### src/rtl/mem_ctrl_v2_if.sv
// Request/response bundle for mem_ctrl_v2: valid/ready request in, read response out.
interface mem_ctrl_v2_if #(
  parameter int ADDR_WIDTH = 3,
  parameter int DATA_WIDTH = 16
) ();
  logic                    req_valid;
  logic                    req_ready;
  logic                    req_wr;
  logic [ADDR_WIDTH-1:0]   req_addr;
  logic [DATA_WIDTH-1:0]   req_wdata;
  logic [DATA_WIDTH/8-1:0] req_be;
  logic                    rsp_valid;
  logic [DATA_WIDTH-1:0]   rsp_rdata;
  logic                    rsp_err;
  logic                    init_done;

  modport slave (
    input  req_valid, req_wr, req_addr, req_wdata, req_be,
    output req_ready, rsp_valid, rsp_rdata, rsp_err, init_done
  );

  modport master (
    output req_valid, req_wr, req_addr, req_wdata, req_be,
    input  req_ready, rsp_valid, rsp_rdata, rsp_err, init_done
  );
endinterface

### src/rtl/mem_ctrl_v2.sv
// Single-port byte-lane memory with post-reset fill, byte-enable writes,
// range-checked accesses and a RD_LAT-deep read response pipeline.
module mem_ctrl_v2_lane #(
  parameter int DEPTH = 6,
  parameter int IW    = 3
) (
  input  logic          clk,
  input  logic          we,
  input  logic [IW-1:0] addr,
  input  logic [7:0]    wdata,
  output logic [7:0]    rdata
);
  logic [7:0] mem [DEPTH];

  always_ff @(posedge clk) begin
    if (we) mem[addr] <= wdata;
  end

  assign rdata = mem[addr];
endmodule

module mem_ctrl_v2 #(
  parameter int                    ADDR_WIDTH = 3,
  parameter int                    DATA_WIDTH = 16,
  parameter int                    DEPTH      = 6,
  parameter int                    RD_LAT     = 1,
  parameter logic [DATA_WIDTH-1:0] INIT_VALUE = '1
) (
  input logic         clk,
  input logic         reset,
  mem_ctrl_v2_if.slave bus
);
  localparam int NB = DATA_WIDTH / 8;
  localparam int IW = (DEPTH > 1) ? $clog2(DEPTH) : 1;
  localparam logic [ADDR_WIDTH:0] DEPTH_W = (ADDR_WIDTH + 1)'(DEPTH);
  localparam logic [IW-1:0]       LAST    = IW'(DEPTH - 1);

  typedef enum logic {S_INIT, S_RUN} state_e;

  state_e        state_q, state_d;
  logic [IW-1:0] cnt_q, cnt_d;

  logic          run, acc, in_range, wr_go, rd_go;
  logic [IW-1:0] idx, mem_addr;
  logic [NB-1:0]       lane_we;
  logic [NB-1:0][7:0]  lane_wd, lane_rd;

  logic [RD_LAT:0]                 vld_pipe_q, vld_pipe_d;
  logic [RD_LAT:0]                 err_pipe_q, err_pipe_d;
  logic [RD_LAT:0][DATA_WIDTH-1:0] dat_pipe_q, dat_pipe_d;

  always_comb begin
    state_d = state_q;
    cnt_d   = cnt_q;
    case (state_q)
      S_INIT: begin
        cnt_d = cnt_q + IW'(1);
        if (cnt_q == LAST) begin
          state_d = S_RUN;
          cnt_d   = '0;
        end
      end
      S_RUN:   state_d = S_RUN;
      default: state_d = S_INIT;
    endcase
  end

  always_ff @(posedge clk or negedge reset) begin
    if (!reset) begin
      state_q <= S_INIT;
      cnt_q   <= '0;
    end else begin
      state_q <= state_d;
      cnt_q   <= cnt_d;
    end
  end

  assign run      = (state_q == S_RUN);
  assign acc      = bus.req_valid & run;
  assign in_range = ({1'b0, bus.req_addr} < DEPTH_W);
  // Out-of-range requests still drive a legal index; their effects are masked below.
  assign idx      = in_range ? bus.req_addr[IW-1:0] : '0;
  assign mem_addr = run ? idx : cnt_q;
  assign wr_go    = acc & bus.req_wr & in_range;
  assign rd_go    = acc & ~bus.req_wr;
  assign lane_wd  = run ? bus.req_wdata : INIT_VALUE;

  for (genvar g = 0; g < NB; g++) begin : g_lane
    assign lane_we[g] = ~run | (wr_go & bus.req_be[g]);
    mem_ctrl_v2_lane #(.DEPTH(DEPTH), .IW(IW)) u_lane (
      .clk   (clk),
      .we    (lane_we[g]),
      .addr  (mem_addr),
      .wdata (lane_wd[g]),
      .rdata (lane_rd[g])
    );
  end

  // Stage 0 captures at acceptance; stage RD_LAT drives the response.
  // Data only moves with a valid token so rsp_rdata holds between pulses.
  always_comb begin
    vld_pipe_d    = '0;
    err_pipe_d    = '0;
    dat_pipe_d    = dat_pipe_q;
    vld_pipe_d[0] = rd_go;
    err_pipe_d[0] = rd_go & ~in_range;
    if (rd_go) dat_pipe_d[0] = in_range ? lane_rd : '0;
    for (int s = 1; s <= RD_LAT; s++) begin
      vld_pipe_d[s] = vld_pipe_q[s-1];
      err_pipe_d[s] = err_pipe_q[s-1];
      if (vld_pipe_q[s-1]) dat_pipe_d[s] = dat_pipe_q[s-1];
    end
  end

  always_ff @(posedge clk or negedge reset) begin
    if (!reset) begin
      vld_pipe_q <= '0;
      err_pipe_q <= '0;
      dat_pipe_q <= '0;
    end else begin
      vld_pipe_q <= vld_pipe_d;
      err_pipe_q <= err_pipe_d;
      dat_pipe_q <= dat_pipe_d;
    end
  end

  assign bus.req_ready = run;
  assign bus.init_done = run;
  assign bus.rsp_valid = vld_pipe_q[RD_LAT];
  assign bus.rsp_err   = err_pipe_q[RD_LAT];
  assign bus.rsp_rdata = dat_pipe_q[RD_LAT];
endmodule

### src/flat_wrapper.sv
// flat-port wrapper written by rule: the top's interface ports become plain ports
module mem_ctrl_v2_flat 
#(
  parameter int                    ADDR_WIDTH = 3,
  parameter int                    DATA_WIDTH = 16,
  parameter int                    DEPTH      = 6,
  parameter int                    RD_LAT     = 1,
  parameter logic [DATA_WIDTH-1:0] INIT_VALUE = '1
)
  (clk, reset, bus_req_valid, bus_req_wr, bus_req_addr, bus_req_wdata, bus_req_be, bus_req_ready, bus_rsp_valid, bus_rsp_rdata, bus_rsp_err, bus_init_done);
  mem_ctrl_v2_if #(.ADDR_WIDTH(ADDR_WIDTH), .DATA_WIDTH(DATA_WIDTH)) bus_i ();
  input logic clk;
  input logic reset;
  input wire logic [$bits(bus_i.req_valid)-1:0] bus_req_valid;
  input wire logic [$bits(bus_i.req_wr)-1:0] bus_req_wr;
  input wire logic [$bits(bus_i.req_addr)-1:0] bus_req_addr;
  input wire logic [$bits(bus_i.req_wdata)-1:0] bus_req_wdata;
  input wire logic [$bits(bus_i.req_be)-1:0] bus_req_be;
  output wire logic [$bits(bus_i.req_ready)-1:0] bus_req_ready;
  output wire logic [$bits(bus_i.rsp_valid)-1:0] bus_rsp_valid;
  output wire logic [$bits(bus_i.rsp_rdata)-1:0] bus_rsp_rdata;
  output wire logic [$bits(bus_i.rsp_err)-1:0] bus_rsp_err;
  output wire logic [$bits(bus_i.init_done)-1:0] bus_init_done;
  assign bus_i.req_valid = bus_req_valid;
  assign bus_i.req_wr = bus_req_wr;
  assign bus_i.req_addr = bus_req_addr;
  assign bus_i.req_wdata = bus_req_wdata;
  assign bus_i.req_be = bus_req_be;
  assign bus_req_ready = bus_i.req_ready;
  assign bus_rsp_valid = bus_i.rsp_valid;
  assign bus_rsp_rdata = bus_i.rsp_rdata;
  assign bus_rsp_err = bus_i.rsp_err;
  assign bus_init_done = bus_i.init_done;
  mem_ctrl_v2 #(.ADDR_WIDTH(ADDR_WIDTH), .DATA_WIDTH(DATA_WIDTH), .DEPTH(DEPTH), .RD_LAT(RD_LAT), .INIT_VALUE(INIT_VALUE)) u_core (.clk(clk), .reset(reset), .bus(bus_i));
endmodule
### config.mk
export PLATFORM = sky130hd
export DESIGN_NAME = mem_ctrl_v2_flat
export DESIGN_NICKNAME = d
export VERILOG_FILES = /design/src/rtl/mem_ctrl_v2_if.sv /design/src/rtl/mem_ctrl_v2.sv /design/src/flat_wrapper.sv
export SDC_FILE = /design/constraint.sdc
export NUM_CORES = 1
export LEC_CHECK = 0
export CORE_MARGIN = 5
export CORE_UTILIZATION = 35
export CTS_BUF_LIST = sky130_fd_sc_hd__clkbuf_4 sky130_fd_sc_hd__clkbuf_8 sky130_fd_sc_hd__clkbuf_16
export CTS_CLUSTER_DIAMETER = 200
export DETAILED_ROUTE_END_ITERATION = 10
export RECOVER_POWER = 25
export SETUP_SLACK_MARGIN = 0.02
export SYNTH_ARGS = -nofsm -noshare
export SYNTH_HDL_FRONTEND = slang
export SYNTH_SLANG_ARGS = --single-unit
### constraint.sdc
create_clock -name clk -period 2 [get_ports clk]
set_input_delay 0.3 -clock clk [delete_from_list [all_inputs] [get_ports clk]]
set_output_delay 0.3 -clock clk [all_outputs]
set_load 0.02 [all_outputs]
==> flow_results.xml <==
<?xml version="1.0" encoding="UTF-8"?>
<metrics>
  <group name="outcome">
    <metric name="outcome" unit="">finished, final reports clean</metric>
  </group>
  <group name="yosys">
    <metric name="synth_simple_gate_area_frac" unit="">0.0985</metric>
    <metric name="synthCells" unit="">381</metric>
    <metric name="syn_nets" unit="">406</metric>
    <metric name="cell_type_contributing_the_most_total_cell_area_after_synthesis" unit="">sky130_fd_sc_hd__edfxtp_1</metric>
    <metric name="synth.lib_cells_used.distinct" unit="">55</metric>
    <metric name="post_synth_xor_area_fraction" unit="">0.00157</metric>
    <metric name="compound_cell_area_share_of_the_yosys_netlist" unit="">0.0824</metric>
    <metric name="yosys.area.top_type_share" unit="">0.517</metric>
    <metric name="syn-mean-instance-area" unit="µm²">14.6</metric>
    <metric name="muxShareOfSynthArea" unit="">0.0779</metric>
    <metric name="synth_top_family_by_area" unit="">simple AND/OR/NAND/NOR gates</metric>
    <metric name="seq_area_frac_synth" unit="">0.697</metric>
    <metric name="synth-warning-count" unit="">0</metric>
    <metric name="synthesis.area" unit="µm²">5580</metric>
    <metric name="postSynth.asyncResetShare" unit="">0.294</metric>
    <metric name="ys_top_cells_by_area" unit="">sky130_fd_sc_hd__edfxtp_1, sky130_fd_sc_hd__dfrtp_1, sky130_fd_sc_hd__mux2_2</metric>
    <metric name="number_of_flops_mapped_to_enable_cells_by_yosys" unit="">96</metric>
    <metric name="post_synth_fa_ha_maj_area_fraction" unit="">0</metric>
    <metric name="postSynth.topFlopCell" unit="">sky130_fd_sc_hd__edfxtp_1</metric>
    <metric name="synth_seq_cells" unit="">136</metric>
  </group>
  <group name="clock_tree">
    <metric name="cts.clk_slew.worst_paths" unit="ns">0.06</metric>
    <metric name="numClockSinks" unit="">136</metric>
    <metric name="max-clock-path-buffers" unit="">2</metric>
    <metric name="clk_latency" unit="ns">0.42</metric>
    <metric name="ctsHtreeMaxLevel" unit="">4</metric>
    <metric name="root_buffer" unit="">sky130_fd_sc_hd__clkbuf_16</metric>
    <metric name="tritoncts" unit="">yes</metric>
    <metric name="inserted_clock_buffers" unit="">17</metric>
  </group>
  <group name="drt">
    <metric name="vias_per_cell" unit="">4.78</metric>
    <metric name="first_iter_violations" unit="">241</metric>
    <metric name="wirelength" unit="µm">12300</metric>
    <metric name="drt_first_pass_iters" unit="">4</metric>
    <metric name="routedWlPerCell" unit="µm">17.5</metric>
    <metric name="antenna_violating_nets_left" unit="">0</metric>
    <metric name="total_via_count_in_the_routed_design" unit="">3378</metric>
    <metric name="drc_violations" unit="">0</metric>
  </group>
  <group name="pwr">
    <metric name="vdd_ir_drop_max" unit="mV">0.563</metric>
    <metric name="power_density" unit="nW/µm²">964</metric>
    <metric name="leakage" unit="nW">2.75</metric>
    <metric name="p_total" unit="mW">6.98</metric>
  </group>
  <group name="global_routing">
    <metric name="first_pass_grt_wire_length" unit="µm">19400</metric>
    <metric name="grt_overflow" unit="">0</metric>
    <metric name="first_global_vias" unit="">3498</metric>
    <metric name="grt_antenna_before_repair" unit="">0</metric>
    <metric name="grt_start_max_net_pins" unit="">26</metric>
    <metric name="gr-usage-all-layers" unit="">0.141</metric>
  </group>
  <group name="sta">
    <metric name="final_critical_path_setup_slack" unit="ns">0.0884</metric>
    <metric name="setup_total_negative_slack" unit="ns">0</metric>
    <metric name="final.min_clock_period" unit="ns">1.91</metric>
    <metric name="timing.fmax" unit="MHz">523</metric>
    <metric name="fin_skew" unit="ns">0.0119</metric>
    <metric name="grt_setup_unrepaired" unit="">true</metric>
    <metric name="timing.slew.headroom" unit="">0.405</metric>
    <metric name="finalHoldViolations" unit="">0</metric>
    <metric name="finalCritPeriodShare" unit="">0.956</metric>
    <metric name="final-max-slew-violation-count" unit="">0</metric>
    <metric name="worstMarginPinSlew" unit="ns">0.893</metric>
    <metric name="finalSetupViolations" unit="">0</metric>
  </group>
  <group name="placed_design">
    <metric name="finalWeightedCongestion" unit="">0.853</metric>
    <metric name="placement.setup.worst_slack" unit="ns">-0.322</metric>
    <metric name="post-dp-hpwl" unit="µm">8890</metric>
    <metric name="portBuffers" unit="">44</metric>
  </group>
  <group name="worst_setup_path">
    <metric name="worst-path-max-fanout" unit="">16</metric>
    <metric name="worst-endpoint-arrival" unit="ns">2.22</metric>
    <metric name="timing.critical_path.from_type" unit="">flip-flop</metric>
    <metric name="path_class" unit="">flip-flop to flip-flop</metric>
    <metric name="critPathCaptureType" unit="">flip-flop</metric>
    <metric name="cp.required" unit="ns">2.30</metric>
  </group>
  <group name="run">
    <metric name="max-cap-violations" unit="">0</metric>
  </group>
  <group name="finish">
    <metric name="insertedDiodeCount" unit="">0</metric>
    <metric name="final_common_cell" unit="">sky130_fd_sc_hd__edfxtp_1</metric>
    <metric name="num-nets-final" unit="">502</metric>
    <metric name="layout_common_cells" unit="">sky130_fd_sc_hd__edfxtp_1, sky130_fd_sc_hd__buf_4, sky130_fd_sc_hd__clkdlybuf4s50_1</metric>
    <metric name="layout.core_utilization" unit="">0.459</metric>
    <metric name="drive_gt1_frac" unit="">0.304</metric>
    <metric name="synthToLayoutAreaGrowth" unit="%">29.9</metric>
    <metric name="fillCellCount" unit="">1401</metric>
  </group>
  <group name="die">
    <metric name="die_area" unit="µm²">18600</metric>
    <metric name="placement_rows" unit="">46</metric>
    <metric name="area_inside_the_core_boundary" unit="µm²">15800</metric>
    <metric name="die_width" unit="µm">136</metric>
    <metric name="fp.dieH" unit="µm">136</metric>
    <metric name="effective_utilization_at_floorplan" unit="">0.354</metric>
    <metric name="io_pins" unit="">45</metric>
  </group>
  <group name="worst_hold_path">
    <metric name="hp-class" unit="">flip-flop to flip-flop</metric>
  </group>
</metrics>
[cells in the mapped netlist (2+ instances only)]
library cell and n:
sky130_fd_sc_hd__and2_1 2, sky130_fd_sc_hd__a21boi_0 2, sky130_fd_sc_hd__dfrtp_1 40, sky130_fd_sc_hd__a21oi_1 10
sky130_fd_sc_hd__a221oi_1 5, sky130_fd_sc_hd__nand3b_1 2, sky130_fd_sc_hd__o22ai_1 5, sky130_fd_sc_hd__nor2_1 18
sky130_fd_sc_hd__mux2i_1 18, sky130_fd_sc_hd__buf_4 22, sky130_fd_sc_hd__a31oi_1 3, sky130_fd_sc_hd__buf_2 5
sky130_fd_sc_hd__or2_1 2, sky130_fd_sc_hd__nand2_1 34, sky130_fd_sc_hd__nand2b_1 19, sky130_fd_sc_hd__o31ai_1 2
sky130_fd_sc_hd__a211o_1 4, sky130_fd_sc_hd__nand3_1 9, sky130_fd_sc_hd__o21ai_0 7, sky130_fd_sc_hd__edfxtp_1 96
sky130_fd_sc_hd__clkbuf_1 2, sky130_fd_sc_hd__nor3_1 7, sky130_fd_sc_hd__o32ai_1 2, sky130_fd_sc_hd__nor4_1 2
sky130_fd_sc_hd__a22o_1 9, sky130_fd_sc_hd__nor2_2 2, sky130_fd_sc_hd__nand2_2 3, sky130_fd_sc_hd__buf_1 2
sky130_fd_sc_hd__mux2_2 20, sky130_fd_sc_hd__nor2b_1 2
[registers in the layout, indices dropped and copies added, names as in the netlist]
signal and cells:
u_core.err_pipe_q 2, u_core.vld_pipe_q 2, u_core.cnt_q 3, u_core.bus.init_done 1, u_core.dat_pipe_q 16, u_core.g_lane.u_lane.mem 96
u_core.bus.rsp_rdata 16
[metrics by stage]
step | cell area, µm² | instances | hold slack [ns]
after floorplan | 5640 | 381 | 0.00441
after global placement | 6620 | 673 | 0.333
after detailed placement | 6620 | 673 | 0.341
after CTS | 7220 | 706 | 0.355
after global routing | 7240 | 706 | 0.359
final | 7240 | 706 | 0.352
[worst max-delay path, cell delays in order, from the launching register on]
cell and delay, ns:
sky130_fd_sc_hd__dfrtp_2 0.47, sky130_fd_sc_hd__or2b_1 0.32, sky130_fd_sc_hd__o21ai_2 0.11, sky130_fd_sc_hd__buf_12 0.18, sky130_fd_sc_hd__mux2i_2 0.27, sky130_fd_sc_hd__a221oi_2 0.10
sky130_fd_sc_hd__buf_4 0.16, sky130_fd_sc_hd__a22o_1 0.18
[cell families (layout without fill, tap and decap cells)]
| family | after synthesis | after routing |
|---|---|---|
| compound gates | 61 | 61 |
| xor+xnor | 1 | 1 |
| buf+inv | 35 | 144 |
| flops | 136 | 136 |
| mux | 40 | 40 |
| simple gates | 108 | 108 |
[layer usage]
| layer | global-route usage | wire length, µm |
|---|---|---|
| met1 | 0.191 | 5640 |
| met4 | 0.0543 | 260 |
| met2 | 0.220 | 5790 |
| met5 | 0 | 0 |
| met3 | 0.0340 | 622 |
[power by group]
group / total (mW) / leakage [nW] / switching [mW] / internal (mW)
sequential: 3.22 / 1.37 / 0.0689 / 3.15
clock: 3.01 / 0.293 / 1.14 / 1.88
combinational: 0.744 / 1.09 / 0.367 / 0.377
total: 6.98 / 2.75 / 1.57 / 5.41
[area by class of cell]
class,count,area [µm²],area share
Clock buffer,21,490,0.0677
Clock inverter,11,92.6,0.0128
Inverter,1,3.75,0.000518
Multi-Input combinational cell,210,1550,0.213
Sequential cell,136,3880,0.537
Tap cell,216,270,0.0373
Timing Repair Buffer,111,953,0.132
[timing repair]
action,in CTS,in global routing
setup buffers,0,0
hold endpoints to repair,23,0
pin swaps,0,2
resized for setup,5,8
endpoints found under the setup margin,11,25
cloned,0,0
hold buffers,1,0
[final timing paths]
check	slack (ns)	cells past startpoint	from	end
max in group asynchronous	0.75	3	reset	u_core.bus.rsp_rdata[13]
hold reg to reg	0.35	0	u_core.err_pipe_q[0]	u_core.err_pipe_q[1]
setup / recovery	0.09	7	u_core.bus.init_done	u_core.dat_pipe_q[4]
min in group asynchronous	0.46	2	reset	u_core.bus.rsp_rdata[0]
setup reg to reg	0.09	7	u_core.bus.init_done	u_core.dat_pipe_q[4]
hold / removal	0.35	0	u_core.err_pipe_q[0]	u_core.err_pipe_q[1]
Note: power is estimated with default switching activity, not from simulation.
